`src/rtl/ahb_apb_periph_bridge_pkg.sv`:
```
// Shared types for the AHB-Lite to APB peripheral bridge.
// Holds the APB FSM state encoding and a counter-width helper.
package ahb_apb_periph_bridge_pkg;

  typedef enum logic [2:0] {
    IDLE   = 3'd0,
    SETUP  = 3'd1,
    ACCESS = 3'd2,
    ERR1   = 3'd3,
    ERR2   = 3'd4
  } apbstatetype;

  // A zero timeout still needs a one-bit counter so the declaration stays legal.
  function automatic int unsigned cnt_width(input int unsigned timeout);
    int unsigned w;
    if (timeout > 32'd0) begin
      w = $clog2(timeout + 32'd1);
    end else begin
      w = 32'd1;
    end
    return w;
  endfunction

endpackage

```
`src/rtl/ahb_apb_periph_bridge_rdata_mux.sv`:
```
// One-hot AND-OR select of the addressed APB slave's PRDATA and PREADY.
// No priority: the select vector is expected to be one-hot or zero.
module apb_rdata_mux #(
  parameter int XLEN    = 64,
  parameter int NSLAVES = 2
) (
  input  logic [NSLAVES-1:0]      sel,
  input  logic [NSLAVES*XLEN-1:0] prdata,
  input  logic [NSLAVES-1:0]      pready,
  output logic [XLEN-1:0]         rdata,
  output logic                    ready
);

  // AND-OR reduction across all slaves
  always_comb begin
    rdata = '0;
    ready = 1'b0;
    for (int i = 0; i < NSLAVES; i++) begin
      rdata = rdata | (prdata[i*XLEN +: XLEN] & {XLEN{sel[i]}});
      ready = ready | (pready[i] & sel[i]);
    end
  end

endmodule

```
`src/rtl/ahb_apb_periph_bridge.sv`:
```
// AHB-Lite slave to APB master bridge: one SETUP/ACCESS pair per AHB transfer,
// with a PREADY timeout that turns a stuck slave into a two-cycle HRESP error.
module ahb_apb_periph_bridge
  import ahb_apb_periph_bridge_pkg::*;
#(
  parameter int XLEN    = 64,
  parameter int PA_BITS = 34,
  parameter int NSLAVES = 2,
  parameter int TIMEOUT = 15
) (
  input  logic                    HCLK,
  input  logic                    HRESET,
  input  logic [NSLAVES-1:0]      HSEL,
  input  logic [PA_BITS-1:0]      HADDR,
  input  logic [XLEN-1:0]         HWDATA,
  input  logic [XLEN/8-1:0]       HWSTRB,
  input  logic                    HWRITE,
  input  logic [1:0]              HTRANS,
  input  logic                    HREADY,
  output logic [XLEN-1:0]         HRDATA,
  output logic                    HREADYOUT,
  output logic                    HRESP,
  output logic [NSLAVES-1:0]      PSEL,
  output logic [PA_BITS-1:0]      PADDR,
  output logic [XLEN-1:0]         PWDATA,
  output logic [XLEN/8-1:0]       PSTRB,
  output logic                    PWRITE,
  output logic                    PENABLE,
  input  logic [NSLAVES*XLEN-1:0] PRDATA,
  input  logic [NSLAVES-1:0]      PREADY
);

  localparam int CW = int'(cnt_width(TIMEOUT));
  localparam logic [NSLAVES-1:0] SEL_ONE = NSLAVES'(1);

  apbstatetype        state_q, state_d;
  logic [PA_BITS-1:0] paddr_q, paddr_d;
  logic               pwrite_q, pwrite_d;
  logic [NSLAVES-1:0] sel_q, sel_d;
  logic [CW-1:0]      count_q, count_d;

  logic               start_s;
  logic               accept_s;
  logic [NSLAVES-1:0] hsel_pri_s;
  logic [XLEN-1:0]    prdata_s;
  logic               pready_s;
  logic               unused_htrans_s;

  assign unused_htrans_s = HTRANS[0];
  assign start_s         = HREADY & HTRANS[1] & (|HSEL);
  // Isolate the lowest set HSEL bit so a malformed multi-hot select stays one-hot.
  assign hsel_pri_s      = HSEL & (~HSEL + SEL_ONE);

  apb_rdata_mux #(.XLEN(XLEN), .NSLAVES(NSLAVES)) u_rdata_mux (
    .sel    (sel_q),
    .prdata (PRDATA),
    .pready (PREADY),
    .rdata  (prdata_s),
    .ready  (pready_s)
  );

  // Next-state, address/select capture and timeout counter
  always_comb begin
    state_d  = state_q;
    count_d  = count_q;
    accept_s = 1'b0;
    case (state_q)
      IDLE: begin
        accept_s = start_s;
      end
      SETUP: begin
        state_d = ACCESS;
      end
      ACCESS: begin
        if (pready_s) begin
          accept_s = start_s;
          state_d  = IDLE;
        end else begin
          count_d = count_q + CW'(1);
          if ((TIMEOUT != 0) && (count_d == CW'(TIMEOUT))) begin
            state_d = ERR1;
          end else begin
            state_d = ACCESS;
          end
        end
      end
      ERR1: begin
        state_d = ERR2;
      end
      ERR2: begin
        accept_s = start_s;
        state_d  = IDLE;
      end
      default: begin
        state_d = IDLE;
      end
    endcase
    if (accept_s) begin
      state_d = SETUP;
      count_d = '0;
    end else begin
      state_d = state_d;
    end
    paddr_d  = accept_s ? HADDR : paddr_q;
    pwrite_d = accept_s ? HWRITE : pwrite_q;
    sel_d    = accept_s ? hsel_pri_s : sel_q;
  end

  // State and transfer registers
  always_ff @(posedge HCLK or posedge HRESET) begin
    if (HRESET) begin
      state_q  <= IDLE;
      paddr_q  <= '0;
      pwrite_q <= 1'b0;
      sel_q    <= '0;
      count_q  <= '0;
    end else begin
      state_q  <= state_d;
      paddr_q  <= paddr_d;
      pwrite_q <= pwrite_d;
      sel_q    <= sel_d;
      count_q  <= count_d;
    end
  end

  // Bus outputs decoded from the state register so reset clears them at once
  always_comb begin
    PSEL      = '0;
    PENABLE   = 1'b0;
    HREADYOUT = 1'b1;
    HRESP     = 1'b0;
    HRDATA    = '0;
    case (state_q)
      IDLE: begin
        HREADYOUT = 1'b1;
      end
      SETUP: begin
        PSEL      = sel_q;
        HREADYOUT = 1'b0;
      end
      ACCESS: begin
        PSEL      = sel_q;
        PENABLE   = 1'b1;
        HREADYOUT = pready_s;
        HRDATA    = (pready_s && !pwrite_q) ? prdata_s : '0;
      end
      ERR1: begin
        HRESP     = 1'b1;
        HREADYOUT = 1'b0;
      end
      ERR2: begin
        HRESP     = 1'b1;
        HREADYOUT = 1'b1;
      end
      default: begin
        HREADYOUT = 1'b1;
      end
    endcase
  end

  assign PADDR  = paddr_q;
  assign PWRITE = pwrite_q;
  assign PWDATA = HWDATA;
  assign PSTRB  = pwrite_q ? HWSTRB : '0;

endmodule

```
`config.mk`:
```
export PLATFORM = sky130hd
export DESIGN_NAME = ahb_apb_periph_bridge
export DESIGN_NICKNAME = d
export VERILOG_FILES = /design/src/rtl/ahb_apb_periph_bridge_pkg.sv /design/src/rtl/ahb_apb_periph_bridge_rdata_mux.sv /design/src/rtl/ahb_apb_periph_bridge.sv
export SDC_FILE = /design/constraint.sdc
export NUM_CORES = 1
export LEC_CHECK = 0
export BUFFER_PORTS_ARGS = -buffer_cell sky130_fd_sc_hd__buf_2
export CORE_AREA = 2 2 164 166
export CTS_BUF_LIST = sky130_fd_sc_hd__clkbuf_4
export CTS_CLUSTER_DIAMETER = 60
export DETAILED_ROUTE_END_ITERATION = 12
export DIE_AREA = 0 0 166 168
export MAX_ROUTING_LAYER = met4
export SYNTH_ARGS = -nofsm -noshare
export SYNTH_HDL_FRONTEND = slang
export SYNTH_SLANG_ARGS = --single-unit
```
`constraint.sdc`:
```
create_clock -name HCLK -period 2.65 [get_ports HCLK]
set_input_delay 0.1325 -clock HCLK [delete_from_list [all_inputs] [get_ports HCLK]]
set_output_delay 0.1325 -clock HCLK [all_outputs]
set_load 0.005 [all_outputs]
```
### Word-level counts from Yosys, hierarchy flattened

Cells that the tools add are included.

| operators by class | value |
|---|---|
| mux-type cells | 16 |
| bitwise logic cells | 10 |
| eq/ne operators | 7 |
| add/subtract/negate cells | 2 |
| reductions and logical operators | 10 |

Operators by type and width:

| operator | count |
|---|---|
| $and 64x64->64 | 2 |
| $mux 64 | 2 |
| $or 64x64->64 | 1 |
| $mux 4 | 3 |
| $pmux 3 s4 | 1 |
| $reduce_or 2->1 | 5 |
| $mux 8 | 1 |
| $eq 3x2->1 const B | 2 |
| $add 4x1->4 const B | 1 |
| $and 1x1->1 | 4 |
| $eq 4x4->1 const B | 1 |
| $mux 1 | 4 |
| $mux 2 | 2 |
| $ne 2x2->1 const B | 2 |
| $pmux 1 s2 | 2 |
| $eq 3x1->1 const B | 1 |
| $eq 3x3->1 const B | 1 |
| $logic_not 3->1 | 1 |
| $mux 3 | 1 |
| $add 2x1->2 const B | 1 |
| $and 2x2->2 | 1 |
| $not 2->2 | 1 |
| $reduce_and 2->1 | 1 |
| $reduce_bool 2->1 | 1 |
| 3 further kinds | 3 |

| word-level totals | value |
|---|---|
| word-level logic and storage cells | 50 |
| input port bits | 244 |
| bits in registers | 44 |

### Logic depth before layout (Yosys ltp)

Gate-level depths: netlist of run 1.

| logic depth | value |
|---|---|
| word-level depth | 6 |
| mapped depth | 7 |

### Modules after synthesis

Synthesis of run 1 repeated with hierarchy kept, for this count alone.

| second synthesis, totals | value |
|---|---|
| cells, all modules | 350 |
| area total of the unflattened synthesis | 3,500.9 um^2 |

By module, submodules not included:

| module | cells each | seq. area each (um^2) | times used | area an instance (um^2) |
|---|---|---|---|---|
| ahb_apb_periph_bridge | 271 | 1,101.1 | 1 | 2,786.4 |
| apb_rdata_mux | 79 | 0.0 | 1 | 714.4 |

### Worst setup path after synthesis of run 1

No wires, ideal clock.

| path | value |
|---|---|
| kind | reg2reg |
| from | reg state_q[2] |
| to | reg paddr_q[0] (netlist: PADDR[0]) |
| setup slack | 0.957 ns |
| data arrival time | 1.568 ns |
| setup time | 0.125 ns |
| cell stages (with the launch flop) | 7 |
| required time | 2.525 ns |
| path buffers | 2 |
| path through | dfrtp_1 > buf_6 > nor3b_4 > nand2_4 > a21oi_4 > buf_6 > mux2_2 |

| between the ends | value |
|---|---|
| cells in the longest elaborated chain, start to end | 3 |

Ends and longest elaborated chain:

| element | RTL line | text |
|---|---|---|
| from (decl) | ahb_apb_periph_bridge.sv:36 | `apbstatetype state_q, state_d;` |
| from (signal assigned) | ahb_apb_periph_bridge.sv:118 | `state_q <= state_d;` |
| $eq 3x3->1 / $logic_not 3->1 (equally long branches) | ahb_apb_periph_bridge.sv:67 | `case (state_q)` |
| $reduce_or 2->1 (no line) | - |  |
| $pmux 1 s2 * | ahb_apb_periph_bridge.sv:67 |  |
| to (signal assigned) | ahb_apb_periph_bridge.sv:119 | `paddr_q <= paddr_d;` |
| to (decl) | ahb_apb_periph_bridge.sv:37 | `logic [PA_BITS-1:0] paddr_q, paddr_d;` |

Every way passes the cells marked *; elsewhere a longest branch is shown, timed or not.
A chain may end at the register's enable or synchronous reset.

### Worst setup path after layout of run 1

| path | value |
|---|---|
| from | reg state_q[1] |
| to | out HRDATA[50] |

| between the ends | value |
|---|---|
| cells in the longest elaborated chain, start to end | 2 |

Ends and longest elaborated chain:

| element | RTL line | text |
|---|---|---|
| $eq 3x2->1 | ahb_apb_periph_bridge.sv:133 | `case (state_q)` |
| $mux 64 | ahb_apb_periph_bridge.sv:133 |  |
| to (decl) | ahb_apb_periph_bridge.sv:20 | `output logic [XLEN-1:0] HRDATA,` |

Every way passes these cells.

==> results of run 1 <==
## cells by family after synthesis
| logic type | count (synthesis) | synth area share (%) |
|---|---|---|
| buffers and inverters | 95 | 19.9 |
| AND/OR/NAND/NOR | 94 | 23.1 |
| AO/OA/AOI/OAI | 74 | 14.8 |
| flip-flops | 44 | 29.1 |
| multiplexers | 38 | 11.3 |
| XOR/XNOR | 5 | 1.16 |
| adder cells (fa/ha/maj) | 2 | 0.662 |
## final timing paths
kind / slack [ns] / start / end / cells past startpoint
worst max-delay path: 0.17 / state_q[1]$_DFFE_PP0P_ / HRDATA[50] / 6
worst max register to register: 0.68 / state_q[1]$_DFFE_PP0P_ / PADDR[2]$_DFFE_PP0P_ / 5
worst min register to register: 0.50 / PADDR[6]$_DFFE_PP0P_ / PADDR[6]$_DFFE_PP0P_ / 1
min in group asynchronous: 0.30 / HRESET / PADDR[18]$_DFFE_PP0P_ / 3
max in group asynchronous: 1.60 / HRESET / sel_q[1]$_DFFE_PP0P_ / 4
worst min-delay path: 0.27 / HWDATA[33] / PWDATA[33] / 0
## through the flow
stage | std cells | hold slack, ns | worst slack (ns) | power [mW] | utilization (%)
after floorplan | 352 | 0.226 | 0.957 | 2.88 | -
final | 949 | 0.265 | 0.171 | 4.00 | 20.9
after CTS | 947 | 0.258 | 0.121 | 4.05 | 20.9
after global placement | 902 | 0.146 | 0.573 | 3.59 | 19.2
after global routing | 949 | 0.265 | 0.00878 | 4.32 | 20.9
after detailed placement | 902 | 0.149 | 0.551 | 3.65 | 19.2
## area by class of cell
class | count | area, um2 | share of cell area, %
Inverter | 3 | 11.3 | 0.205
Sequential cell | 44 | 1100 | 20.1
Antenna cell | 2 | 5.00 | 0.0910
Multi-Input combinational cell | 213 | 1930 | 35.1
Timing Repair Buffer | 338 | 1970 | 35.8
Tap cell | 341 | 427 | 7.76
Clock inverter | 3 | 18.8 | 0.341
Clock buffer | 5 | 37.5 | 0.682
## Yosys cell counts (2+ instances only)
master	n
a22oi_1	65
and2_1	8
buf_12	6
buf_4	65
buf_6	7
clkbuf_1	14
dfrtp_1	44
ha_1	2
inv_1	3
mux2_1	2
mux2_2	35
nand2_1	4
nand3_1	2
nor2_1	10
nor2_4	60
or2_2	2
xnor2_1	3
xor2_1	2
## layout by cell type, fill, tap and decap left out, types with 2 or more instances in the layout
cell type      instances
clkinvlp_4             2
ha_1                   2
nand3_1                2
clkinv_1               2
and2_1                 8
or2_2                  2
mux2_2                35
nand2_1                4
diode_2                2
buf_12                 5
dfrtp_2                2
buf_4                  6
xnor2_1                3
buf_2                290
clkbuf_4               5
inv_1                  2
a22oi_1               65
mux2_1                 2
nor2_4                60
xor2_1                 2
nor2_1                10
dlygate4sd3_1         37
dfrtp_1               42
## registers in the layout, summed over array words and instances (netlist names)
| name | flops |
|---|---|
| PWRITE | 1 |
| count_q | 4 |
| PADDR | 34 |
| state_q | 3 |
| sel_q | 2 |
## metal layers
layer	track usage [%]	part of all wire (%)
met5	-	0
met4	3.63	2.9
met3	3.08	9.9
met2	17.7	54
met1	9.59	34
## power by group
group          internal [mW]  switching, mW
registers              0.989          0.212
logic                   1.11           1.34
clock network          0.100          0.244
total                   2.19           1.80
## worst max-delay path, cell delays in order, from the launching register on
cell and delay [ns]:
dfrtp_1 0.50, nor3b_4 0.39, nand2_4 0.09, or2_4 0.45
buf_12 0.27, nor2_4 0.11, buf_2 0.12
==> impl_metrics.json, run 1 <==
{
  "hold_violations": 0,
  "ant_nets": 0,
  "dieHeight_um": 168,
  "cts_num_sinks": 44,
  "hpwlAfterDp_um": 11300,
  "arrival_ns": 2.35,
  "finalInstanceArea_mm2": 0.00550,
  "finalWirelength_um": 14100,
  "cts_tree": "yes",
  "dr_total_vias": 3559,
  "io_buffer_count": 290,
  "synth-edff-count": 0,
  "gr-usage-all-layers_pct": 9.68,
  "synth_cell_type_count": 36,
  "nNetsFinal": 851,
  "ys_ff_latch": 44,
  "finalSetupViolations": 0,
  "postCtsHoldBufs": 37,
  "avgSynthCellArea_um2": 10.7,
  "synth_top_area_cell": "dfrtp_1",
  "fin_crit_sh_pct": 93.6,
  "io_pins": 420,
  "required_ns": 2.52,
  "die_w_um": 166,
  "synth_top_area_share_pct": 29.1,
  "fin_crit_ns": 2.48,
  "ctsResizeCount": 0,
  "async_flop_share_pct": 100,
  "seq_area_frac_synth_pct": 29.1,
  "clk_latency_ns": 0.37,
  "syn-cell-area_mm2": 0.00378,
  "start_util_pct": 14.3,
  "outcome": "completed",
  "skew_ns": 0.0144,
  "drt_iter0_markers": 114,
  "p_leak_nw": 2.58,
  "drive_above_1_share_pct": 68.0,
  "critPathKind": "register to output port",
  "drv_cap": 0,
  "cts_buffer_depth": 2,
  "syn_inst": 352,
  "cp-end-kind": "output port",
  "nFillCells": 2877,
  "grt_pass1_wl_um": 20300,
  "fmax_ghz": 0.403,
  "htree_levels": 2,
  "powerDensity_mw_per_mm2": 726,
  "post-cts-setup-buffers": 0,
  "yosys_warnings": 0,
  "synth_nets": 598,
  "hold_path_class": "primary input to output port",
  "worst_slew_margin_rel_pct": 50.6,
  "grt_max_degree": 67,
  "drtPass1Iterations": 4,
  "post_drt_wl_per_cell_um": 14.9,
  "netlist_top_cells_area": "dfrtp_1 29%, nor2_4 18%, a22oi_1 13%",
  "antenna_found_initial": 2,
  "grt_pass1_vias": 3452,
  "place_congestion": 0.694,
  "cts_buffers": 5,
  "setup-tns-final_ns": 0,
  "core_mm2": 0.0264,
  "cts-root-buf": "clkbuf_4",
  "clk_pin_slew_ns": 0.15,
  "synth_flop_cell": "dfrtp_1",
  "dpl-instance-area_mm2": 0.00507,
  "grt_setup_unrepaired": "no",
  "grt_overflow": 0,
  "tightestPinTransition_ns": 0.741,
  "fp.dieArea_mm2": 0.0279,
  "drc": 0,
  "syn2layout_area_growth_pct": 45.5,
  "start_kind": "register",
  "fp-row-count": 60,
  "cp_max_fo": 20,
  "drt-vias-per-instance": 3.75,
  "slew_viol_final": 0,
  "worst_ir_drop_vdd_mv": 0.420
}
No activity file was read; power rests on OpenSTA's default activity.
==> run 2, diff against run 1 <==
--- a/config.mk
+++ b/config.mk
@@ -5,12 +5,13 @@
 export SDC_FILE = /design/constraint.sdc
 export NUM_CORES = 1
 export LEC_CHECK = 0
+export ABC_AREA = 1
 export BUFFER_PORTS_ARGS = -buffer_cell sky130_fd_sc_hd__buf_2
-export CORE_AREA = 2 2 164 166
+export CORE_AREA = 2 2 162 164
 export CTS_BUF_LIST = sky130_fd_sc_hd__clkbuf_4
 export CTS_CLUSTER_DIAMETER = 60
 export DETAILED_ROUTE_END_ITERATION = 12
-export DIE_AREA = 0 0 166 168
+export DIE_AREA = 0 0 164 166
 export MAX_ROUTING_LAYER = met4
 export SYNTH_ARGS = -nofsm -noshare
 export SYNTH_HDL_FRONTEND = slang
==> impl_metrics.json, run 2 <==
{
  "outcome": "completed",
  "final_common_cell": "buf_2",
  "hold_violations": 0,
  "ctsResizeCount": 0,
  "dieHeight_um": 166,
  "grt_max_degree": 67,
  "cts_buffers": 5,
  "p_total_mw": 4.15,
  "arrival_ns": 2.04,
  "synthAdderAreaFrac_pct": 0.637,
  "yosys.area_share.simple_pct": 30.4,
  "instances_no_fill": 1108,
  "drt_iter0_markers": 202,
  "min_from": "HADDR[23]",
  "avgSynthCellArea_um2": 7.30,
  "gr-usage-all-layers_pct": 11.9,
  "ys_ff_latch": 44,
  "setup-tns-final_ns": 0,
  "tightestPinTransition_ns": 0.839,
  "fin_ws_ns": 0.480,
  "cts_tree": "yes",
  "syn2layout_area_growth_pct": 42.3,
  "place_congestion": 0.816,
  "post_drt_wl_per_cell_um": 15.2,
  "synth_flop_cell": "dfrtp_1",
  "syn_inst": 538,
  "dr_total_vias": 4530,
  "grt_overflow": 0,
  "muxShareOfSynthArea_pct": 0,
  "worst_ir_drop_vdd_mv": 0.463,
  "cts-root-buf": "clkbuf_4",
  "drv_cap": 0,
  "grt_pass1_vias": 4378,
  "hold_end": "PADDR[23]$_DFFE_PP0P_",
  "reg2reg_setup_slack_ns": 0.80,
  "synth-edff-count": 0,
  "hpwlAfterDp_um": 13200,
  "required_ns": 2.52,
  "cp_max_fo": 66,
  "drive_above_1_share_pct": 47.7,
  "yosysMostFrequentCell": "nand2_1",
  "seq_area_frac_synth_pct": 28.0,
  "synth_top_family_by_area": "simple AND/OR/NAND/NOR gates",
  "reg2reg_depth": 7,
  "mostFrequentLayoutCells": "290 x buf_2, 196 x nand2_1, 76 x nand3_1",
  "synth_xor_area_share_pct": 0.223,
  "r2r-end": "PADDR[28]$_DFFE_PP0P_",
  "reg2reg_from": "state_q[0]$_DFFE_PP0P_",
  "cts_num_sinks": 44,
  "core_mm2": 0.0256,
  "fmax_ghz": 0.461,
  "synth_nets": 784,
  "synth_top_area_share_pct": 28.0,
  "synth-compound-area-share_pct": 19.4,
  "grt_pass1_wl_um": 24900,
  "nFillCells": 2863,
  "clk_pin_slew_ns": 0.14,
  "syn-cell-area_mm2": 0.00393,
  "netlist_top_cells_area": "dfrtp_1 28%, nand2_1 19%, a211oi_2 16%",
  "dpl-instance-area_mm2": 0.00517,
  "io_buffer_count": 290,
  "hold_path_class": "primary input to register",
  "nNetsFinal": 1016,
  "yosys_warnings": 0,
  "drc": 0,
  "grt_setup_unrepaired": "no",
  "clk_latency_ns": 0.36,
  "start_kind": "register",
  "min_path_cells": 3,
  "ant_nets": 0,
  "worst_slew_margin_rel_pct": 44.0,
  "largest_reg_flops": 34,
  "hold_slack_ns": 0.0318,
  "synth_top_area_cell": "dfrtp_1",
  "drtPass1Iterations": 5,
  "drt-vias-per-instance": 4.09,
  "critPathKind": "register to output port",
  "finalInstanceArea_mm2": 0.00559,
  "slew_viol_final": 0,
  "async_flop_share_pct": 100,
  "netlist_top_cells_count": "196 x nand2_1, 76 x nand3_1, 65 x buf_4, 49 x a211oi_2, 44 x dfrtp_1",
  "p_leak_nw": 2.91,
  "fp-row-count": 59,
  "synth_cell_type_count": 21,
  "htree_levels": 2,
  "dp.cells": 1064,
  "io_pins": 420,
  "cp-end-kind": "output port",
  "utilization_pct": 21.8,
  "powerDensity_mw_per_mm2": 742,
  "antenna_found_initial": 2,
  "dp_slack_ns": 0.790,
  "fin_crit_ns": 2.17,
  "fp.dieArea_mm2": 0.0272,
  "skew_ns": 0.0146,
  "finalSetupViolations": 0,
  "finalWirelength_um": 16800,
  "cts_buffer_depth": 2,
  "start_util_pct": 15.3,
  "fin_crit_sh_pct": 81.9,
  "die_w_um": 164
}
[run 2: report_power, final]
group | switching, mW | internal, mW | total (mW)
registers | 0.279 | 0.990 | 1.27
clock network | 0.232 | 0.197 | 0.430
logic | 1.59 | 0.865 | 2.45
[run 2: cell type report]
class | instances | area (um2) | share of cell area [%]
Clock inverter | 3 | 42.5 | 0.761
Clock buffer | 5 | 37.5 | 0.671
Timing Repair Buffer | 334 | 1890 | 33.8
Antenna cell | 2 | 5.00 | 0.0895
Sequential cell | 44 | 1110 | 19.8
Inverter | 24 | 90.1 | 1.61
Tap cell | 335 | 419 | 7.50
Multi-Input combinational cell | 361 | 2000 | 35.7
[run 2: cells by family after synthesis]
group | Yosys count
buf+inv | 133
fa+ha+maj | 2
xor+xnor | 1
compound gates | 71
flops | 44
simple gates | 287
[run 2: per-layer routing]
layer | vias to the layer above | track usage, % | share of wire (%)
met5 | - | - | 0
met4 | 0 | 2.48 | 1.7
met3 | 16 | 2.72 | 9.1
met2 | 275 | 21.2 | 49
met1 | 2065 | 13.6 | 40
li1 | 2174 | - | -
[run 2: worst max path at each step]
| stage | depth (start not counted) | slack, ns | start | endpoint |
|---|---|---|---|---|
| floorplan | 6 | 1.41 | state_q[1]$_DFFE_PP0P_ | HRDATA[14] |
| global placement | 7 | 0.79 | state_q[0]$_DFFE_PP0P_ | PADDR[0]$_DFFE_PP0P_ |
| detailed placement | 7 | 0.79 | state_q[0]$_DFFE_PP0P_ | PADDR[29]$_DFFE_PP0P_ |
| CTS | 4 | 0.42 | sel_q[1]$_DFFE_PP0P_ | HRDATA[48] |
| global route | 4 | 0.38 | sel_q[1]$_DFFE_PP0P_ | HRDATA[48] |
| finish | 4 | 0.48 | sel_q[1]$_DFFE_PP0P_ | HRDATA[48] |
[run 2: timing repair]
| action | CTS | global route |
|---|---|---|
| endpoints found under the hold margin | 71 | 0 |
| hold buffers | 34 | 0 |
| buffers inserted | 0 | 0 |
[run 2: critical path, cell delays in order, from the launching register on]
cell,delay (ns)
dfrtp_2,0.38
buf_4,0.54
nand2_1,0.13
a211oi_2,0.36
buf_2,0.18
==> run 3, diff against run 2 <==
==> constraint.sdc (replaced) <==
create_clock -name HCLK -period 1.8 [get_ports HCLK]
set_input_delay 0.09 -clock HCLK [delete_from_list [all_inputs] [get_ports HCLK]]
set_output_delay 0.09 -clock HCLK [all_outputs]
set_load 0.005 [all_outputs]
==> impl_metrics.json, run 3 (synthesis gave the netlist of run 2 again) <==
{
  "final_common_cell": "buf_2",
  "cts-root-buf": "clkbuf_4",
  "min_from": "HTRANS[1]",
  "mostFrequentLayoutCells": "290 x buf_2, 194 x nand2_1, 76 x nand3_1",
  "cp-end-kind": "output port",
  "tightestPinTransition_ns": 0.510,
  "slew_viol_final": 0,
  "antenna_found_initial": 3,
  "critPathKind": "register to output port",
  "r2r-end": "PADDR[25]$_DFFE_PP0P_",
  "cts_tree": "yes",
  "dieHeight_um": 166,
  "required_ns": 1.71,
  "pwr-share-seq_pct": 27.7,
  "core_mm2": 0.0256,
  "start_util_pct": 15.3,
  "fp.dieArea_mm2": 0.0272,
  "reg2reg_from": "state_q[2]$_DFFE_PP0P_",
  "gr-usage-met3_pct": 2.82,
  "fin_ws_ns": -0.00616,
  "clk_latency_ns": 0.37,
  "fp-row-count": 59,
  "hpwlAfterDp_um": 13500,
  "hold_end": "sel_q[1]$_DFFE_PP0P_",
  "arrival_ns": 1.72,
  "fmax_ghz": 0.554,
  "drt_iter0_markers": 188,
  "post_drt_wl_per_cell_um": 15.5,
  "dp_slack_ns": 0.319,
  "cts_buffers": 5,
  "p_int_mw": 3.21,
  "use_met1_pct": 14.5,
  "drt-vias-per-instance": 4.11,
  "place_congestion": 0.800,
  "grt_overflow": 0,
  "cp_max_fo": 45,
  "cts_num_sinks": 44,
  "syn2layout_area_growth_pct": 48.2,
  "drive_above_1_share_pct": 50.3,
  "violations": "setup timing",
  "drv_cap": 0,
  "hold_slack_ns": 0.0992,
  "cts_buffer_depth": 2,
  "p_clk_share_pct": 10.1,
  "switching_share_pct": 50.3,
  "reg2reg_setup_slack_ns": 0.39,
  "hold_path_class": "primary input to register",
  "htree_levels": 2,
  "fin_crit_sh_pct": 100,
  "combPwrFrac_pct": 62.2,
  "drc": 0,
  "p_leak_nw": 3.01,
  "drtPass1Iterations": 5,
  "finalSetupViolations": 1,
  "powerDensity_mw_per_mm2": 1110,
  "power_switching_mw": 3.25,
  "worst_ir_drop_vdd_mv": 0.625,
  "ant_nets": 0,
  "reg2reg_depth": 7,
  "finalInstanceArea_mm2": 0.00582,
  "hold_violations": 0,
  "grt_max_degree": 46,
  "dpl-instance-area_mm2": 0.00524,
  "fin_crit_ns": 1.81,
  "clk_pin_slew_ns": 0.14,
  "critPathLaunch": "sel_q[1]$_DFFE_PP0P_",
  "grt_pass1_vias": 4477,
  "skew_ns": 0.0120,
  "p_total_mw": 6.46,
  "largest_reg_flops": 34,
  "start_kind": "register",
  "worst_slew_margin_rel_pct": 66.0,
  "io_buffer_count": 290,
  "gr-usage-all-layers_pct": 12.5,
  "outcome": "finished with violations",
  "grt_setup_unrepaired": "yes",
  "finalWirelength_um": 17400,
  "min_path_cells": 5,
  "dr_total_vias": 4629,
  "grt_busiest_layer": "met2",
  "grtUsageMet2_pct": 21.8,
  "nNetsFinal": 1034,
  "grt_pass1_wl_um": 25800,
  "io_pins": 420,
  "die_w_um": 164
}
run 3: worst max path at each step:
stage,end,slack (ns),depth (start not counted)
floorplan,PWRITE$_DFFE_PP0P_,0.56,8
global placement,HRDATA[47],0.32,6
detailed placement,HRDATA[47],0.32,6
CTS,HRDATA[27],-0.02,4
global route,HRDATA[50],-0.09,4
finish,HRDATA[27],-0.006,6
run 3: power groups by stage:
| stage | registers (mW) | clock network, mW | logic, mW |
|---|---|---|---|
| global placement | 1.89 | 0 | 3.62 |
| floorplan | 1.77 | 0 | 2.44 |
| CTS | 1.84 | 0.684 | 3.92 |
| global route | 1.87 | 0.734 | 4.48 |
| detailed placement | 1.89 | 0 | 3.67 |
| finish | 1.79 | 0.655 | 4.02 |
run 3: through the flow:
stage	setup TNS [ns]	std cells	util [%]
2_1_floorplan	0	538	-
3_3_place_gp	0	1076	20.5
3_5_place_dp	0	1076	20.5
4_1_cts	-0.0735	1123	22.5
5_1_grt	-2.65	1126	22.7
6_report	-0.00616	1126	22.7
run 3: metal layers:
metal / vias to the layer above / wire length [um]
met1: 2118 / 7130
met4: 0 / 251
met3: 13 / 1470
met5: - / 0
met2: 290 / 8580
li1: 2208 / -
run 3: repair_timing:
item / CTS / global route
hold endpoints to repair: 57 / 0
hold buffers: 37 / 0
buffers inserted: 2 / 1
pin swaps: 0 / 1
resized for setup: 7 / 13
endpoints found under the setup margin: 65 / 67
run 3: layout make-up:
| class | count | area, um2 |
|---|---|---|
| fillers | 2851 | 19800 |
| well taps | 335 | 419 |
| inverters | 24 | 90.1 |
| multi-input cells | 361 | 2070 |
| flip-flops and latches | 44 | 1110 |
| diodes | 2 | 5.00 |
| clock inverters | 3 | 46.3 |
| repair buffers | 352 | 2040 |
| clock buffers | 5 | 37.5 |
run 3: worst max-delay path: stages, from the launching register on:
cell and delay, ns:
dfrtp_2 0.42, nand2_1 0.09, nand2_4 0.11, nand3_4 0.10
buf_12 0.19, a211oi_4 0.23, buf_2 0.16
